**src/rtl/alu_nibble_sequencer.sv**
```systemverilog
// Multi-cycle W-bit ALU sequencer: runs one 4-bit slice per clock, LSB nibble first,
// with a registered ripple carry and valid/ready handshakes on both sides.
module alu_nibble_sequencer #(
    parameter int unsigned NIBBLES = 4
) (
    input  logic                 clk,
    input  logic                 reset,
    input  logic                 in_valid,
    output logic                 in_ready,
    input  logic [4*NIBBLES-1:0] in_a,
    input  logic [4*NIBBLES-1:0] in_b,
    input  logic [2:0]           in_op,
    output logic                 out_valid,
    input  logic                 out_ready,
    output logic [4*NIBBLES-1:0] out_result,
    output logic                 out_cout,
    output logic                 out_overflow,
    output logic                 out_zero
);

    localparam int unsigned W  = 4 * NIBBLES;
    localparam int unsigned IW = (NIBBLES > 1) ? $clog2(NIBBLES) : 1;

    localparam logic [2:0] OP_AND = 3'b000;
    localparam logic [2:0] OP_OR  = 3'b001;
    localparam logic [2:0] OP_ADD = 3'b010;
    localparam logic [2:0] OP_SUB = 3'b110;
    localparam logic [2:0] OP_SLT = 3'b111;

    typedef enum logic [1:0] {
        IDLE,
        RUN,
        DONE
    } state_t;

    state_t          state, state_next;
    logic [W-1:0]    a_sh, b_sh;
    logic [W-5:0]    res_sh;
    logic [2:0]      op;
    logic [IW-1:0]   idx;
    logic            carry;

    logic            in_inv, last;
    logic [3:0]      a_nib, b_nib, nib_res;
    logic [4:0]      sum5;
    logic            c_msb_in, ovf;
    logic [W-1:0]    res_next, fin_result;
    logic            fin_cout, fin_ovf;

    assign in_inv = (in_op == OP_SUB) || (in_op == OP_SLT);
    assign last   = (idx == IW'(NIBBLES - 1));

    always_comb begin
        state_next = state;
        in_ready   = 1'b0;
        out_valid  = 1'b0;
        case (state)
            IDLE: begin
                in_ready = 1'b1;
                if (in_valid) state_next = RUN;
            end
            RUN: begin
                if (last) state_next = DONE;
            end
            DONE: begin
                out_valid = 1'b1;
                if (out_ready) state_next = IDLE;
            end
            default: state_next = IDLE;
        endcase
    end

    // b is stored pre-inverted for SUB/SLT, so the slice always adds
    always_comb begin
        a_nib    = a_sh[3:0];
        b_nib    = b_sh[3:0];
        sum5     = {1'b0, a_nib} + {1'b0, b_nib} + {4'b0, carry};
        c_msb_in = a_nib[3] ^ b_nib[3] ^ sum5[3];
        ovf      = c_msb_in ^ sum5[4];
        case (op)
            OP_AND:                 nib_res = a_nib & b_nib;
            OP_OR:                  nib_res = a_nib | b_nib;
            OP_ADD, OP_SUB, OP_SLT: nib_res = sum5[3:0];
            default:                nib_res = 4'b0;
        endcase
        res_next = {nib_res, res_sh};

        fin_result = '0;
        fin_cout   = 1'b0;
        fin_ovf    = 1'b0;
        case (op)
            OP_AND, OP_OR: fin_result = res_next;
            OP_ADD, OP_SUB: begin
                fin_result = res_next;
                fin_cout   = sum5[4];
                fin_ovf    = ovf;
            end
            OP_SLT: begin
                fin_result = {{(W-1){1'b0}}, res_next[W-1] ^ ovf};
                fin_cout   = sum5[4];
            end
            default: ;
        endcase
    end

    always_ff @(posedge clk) begin
        if (reset) begin
            state        <= IDLE;
            a_sh         <= '0;
            b_sh         <= '0;
            res_sh       <= '0;
            op           <= '0;
            idx          <= '0;
            carry        <= 1'b0;
            out_result   <= '0;
            out_cout     <= 1'b0;
            out_overflow <= 1'b0;
            out_zero     <= 1'b0;
        end else begin
            state <= state_next;
            case (state)
                IDLE: begin
                    if (in_valid) begin
                        a_sh   <= in_a;
                        b_sh   <= in_inv ? ~in_b : in_b;
                        op     <= in_op;
                        idx    <= '0;
                        carry  <= in_inv;
                        res_sh <= '0;
                    end
                end
                RUN: begin
                    a_sh   <= {4'b0, a_sh[W-1:4]};
                    b_sh   <= {4'b0, b_sh[W-1:4]};
                    res_sh <= res_next[W-1:4];
                    carry  <= sum5[4];
                    idx    <= idx + IW'(1);
                    if (last) begin
                        out_result   <= fin_result;
                        out_cout     <= fin_cout;
                        out_overflow <= fin_ovf;
                        out_zero     <= (fin_result == '0);
                    end
                end
                default: ;
            endcase
        end
    end

endmodule

```
**config.mk**
```make
export PLATFORM = sky130hd
export DESIGN_NAME = alu_nibble_sequencer
export DESIGN_NICKNAME = d
export VERILOG_FILES = /design/src/rtl/alu_nibble_sequencer.sv
export SDC_FILE = /design/constraint.sdc
export NUM_CORES = 1
export LEC_CHECK = 0
export ABC_AREA = 1
export BUFFER_PORTS_ARGS = -buffer_cell sky130_fd_sc_hd__buf_2
export CAP_MARGIN = 25
export CORE_MARGIN = 2
export CORE_UTILIZATION = 55
export CTS_CLUSTER_SIZE = 16
export DETAILED_ROUTE_END_ITERATION = 6
export PLACE_DENSITY = 0.87
export SYNTH_ARGS = -nofsm -noshare
export SYNTH_HDL_FRONTEND = slang
export SYNTH_SLANG_ARGS = --single-unit
```
**constraint.sdc**
```tcl
create_clock -name clk -period 2.7 [get_ports clk]
set_input_delay 0.27 -clock clk [delete_from_list [all_inputs] [get_ports clk]]
set_output_delay 0.27 -clock clk [all_outputs]
set_load 0.005 [all_outputs]
```
==> reports/summary.txt <==
remaining global-route overflow -> 0
Ys Warns -> 0
critical path class -> reg2reg
vias -> 3054
Internal -> 0.00160 W
WHS Path Cells -> 3
synthesized area per cell -> 7.53 um2
Highest Clock Rate -> 461 MHz
CTS Buffer Depth -> 2
Max-Slew Margin vs Limit -> 0.390
post-DR wirelength/cell -> 13.4 um
die height -> 81.0 um
Sinks on Clock Net -> 71
Post-CTS Resized -> 0
clock root buffer -> clkbuf_8
Starting Density -> 0.561
Worst Max-Slew Pin Slew -> 914 ps
P per Cell Area -> 585 mW/mm2
Clk pwr share -> 0.334
HPWL after DPL -> 5.35 mm
HP Class -> in2reg
CP Max Fanout -> 3
R2R cell count -> 13
Netlist Area Pre-Place -> 0.00326 mm2
# DRC -> 0
hold path startpoint -> in_a[12]
htree depth -> 3
Tmin final -> 2170 ps
RSZ-0062 raised after global routing -> no
most common cell after layout, fill and taps aside -> nand2_1
status -> finished clean
Pleak -> 1.65 nW
Synthesized Nets -> 483
Combinational Power Share -> 0.150
worst path arrival time -> 2450 ps
reg2reg end -> out_zero$_SDFFE_PP0P_
initial antenna violation count -> 0
synthesis-stage register bit count -> 71
vias in the first global route -> 2892
Post-Synthesis Cells -> 433
ANT cells -> 0
TritonRoute pass-1 iters -> 4
CTS tree -> built
area growth from synthesis to layout -> 15.6%
MaxCap Viol Count -> 0
layout cell share with drive strength beyond 1 -> 0.188
Die Wd -> 81.0 um
first-pass GRT wire length -> 12.6 mm
pin count of the biggest net entering global routing -> 37
setup bufs post-CTS -> 0
Hold Crit Endpoint -> a_sh[12]$_SDFFE_PP0P_
Flop pwr share -> 0.516
clock latency on the worst-skew pair -> 340 ps
total track usage -> 0.247
endpoint class of the critical path -> flop
hold_buf cts -> 0
Netlist cell types -> 26
Non-Filler Instances -> 565
routability congestion estimate -> 0.909
Core Area -> 0.00582 mm2
CP required -> 2980 ps
Peak supply drop -> 0.378 mV
final WL -> 7.58 mm
asr flop ratio synth -> 0
Worst R2R Setup Slack -> 530 ps
Sw Ratio -> 0.275
Worst R2R Start -> a_sh[0]$_SDFFE_PP0P_
EDFF count, synth -> 0
setup TNS -> 0 ps
commonest register cell after synthesis -> dfxtp_1
I/O pin total -> 60
Finish-stage setup viols -> 0
Total Nets Final -> 537
Die Area -> 0.00656 mm2
placed insts -> 551
Detail Route Antenna Nets -> 0
cell row count -> 28
Num CTS Buffers -> 9
Final Hold Violating Endpoints -> 0
CTS clk-pin slew, worst paths -> 70 ps
most frequent cells in the layout -> nand2_1, dfxtp_1, a21oi_1, buf_2, inv_1
Period Utilization, post-route -> 0.804
1st-iter DRT viols -> 187
Clock Skew -> 13.6 ps
Slew Viols, Final -> 0
vias per cell -> 5.41
IO buf count -> 59
sequential share of the synthesized area -> 0.436
startpoint types -> flop
Sw Pwr -> 0.000607 W
final cells by class:
type | instances | area [um2]
inverters | 38 | 143
clock buffers | 13 | 159
flip-flops and latches | 71 | 1420
well taps | 75 | 93.8
clock inverters | 1 | 5.00
repair buffers | 67 | 355
multi-input cells | 300 | 1590
fillers | 543 | 2050
critical path: stages (launching register included):
cell	delay, ps
dfxtp_1	330
inv_1	90
fa_1	460
inv_1	100
fa_1	400
nand2_1	70
nand3_1	80
nand2_1	90
nand3_1	80
nor2_1	120
nand2_1	60
nor2_1	110
nor2_1	50
nor2_1	60
state kept, by name, summed over array words and instances (netlist names):
signal,cells
out_result,16
idx,2
a_sh,16
out_overflow,1
res_sh,12
carry,1
op,3
out_zero,1
b_sh,16
out_cout,1
state,2
cells by family after synthesis:
group                      after synthesis  synth area share
xor gates and xnor gates                12            0.0322
and+or+nand+nor                        162             0.210
adders and majority gates               11            0.0468
AOI/OAI and AO/OA                      115             0.200
DFF                                     71             0.436
buffers and inverters                   62            0.0756
power by group through the flow:
stage	sequential (W)	clock [W]	combinational [W]
floorplan	0.00115	0	0.000242
detailed placement	0.00116	0	0.000330
CTS	0.00114	0.000744	0.000331
global route	0.00114	0.000784	0.000379
global placement	0.00116	0	0.000320
finish	0.00114	0.000737	0.000332
metal layers:
layer | part of all wire | wire, um | vias up | GRT usage
li1 | - | - | 1544 | -
met1 | 0.44 | 3330 | 1394 | 0.311
met2 | 0.48 | 3650 | 94 | 0.415
met3 | 0.053 | 399 | 22 | 0.0389
met4 | 0.026 | 198 | 0 | 0.115
met5 | 0 | 0 | - | 0
cell usage after synthesis, types with 2 or more instances:
master,count,area [um2]
nand2_1,103,387
dfxtp_1,71,1420
a21oi_1,64,320
inv_1,34,128
o21ai_0,23,115
nor2_1,22,82.6
nand3_1,20,100
clkbuf_1,18,67.6
o221ai_1,12,105
xnor2_1,12,105
ha_1,9,113
a22oi_1,7,52.6
a31oi_1,6,37.5
buf_2,5,25.0
nand2_2,5,31.3
nor3_1,4,20.0
inv_2,3,11.3
nand3b_1,3,22.5
nor2_2,3,18.8
fa_1,2,40.0
nand2_4,2,22.5
how the worst max path moves through the flow:
stage	start	endpoint	slack, ps	cells past startpoint
floorplan	a_sh[0]$_SDFFE_PP0P_	out_zero$_SDFFE_PP0P_	750	13
global placement	a_sh[0]$_SDFFE_PP0P_	out_zero$_SDFFE_PP0P_	660	13
detailed placement	a_sh[0]$_SDFFE_PP0P_	out_zero$_SDFFE_PP0P_	570	13
CTS	a_sh[0]$_SDFFE_PP0P_	out_zero$_SDFFE_PP0P_	540	13
global route	a_sh[0]$_SDFFE_PP0P_	out_zero$_SDFFE_PP0P_	310	16
finish	a_sh[0]$_SDFFE_PP0P_	out_zero$_SDFFE_PP0P_	530	13
through the flow:
step	hold slack, ps	utilization	area, um2	setup WS [ps]	total power, W
floorplan	419	-	3260	748	0.00139
CTS	172	0.648	3770	538	0.00221
finish	180	0.648	3770	530	0.00221
global placement	432	0.620	3610	655	0.00148
detailed placement	438	0.620	3610	569	0.00149
global route	206	0.648	3770	315	0.00231
(Power assumes the default switching activity.)
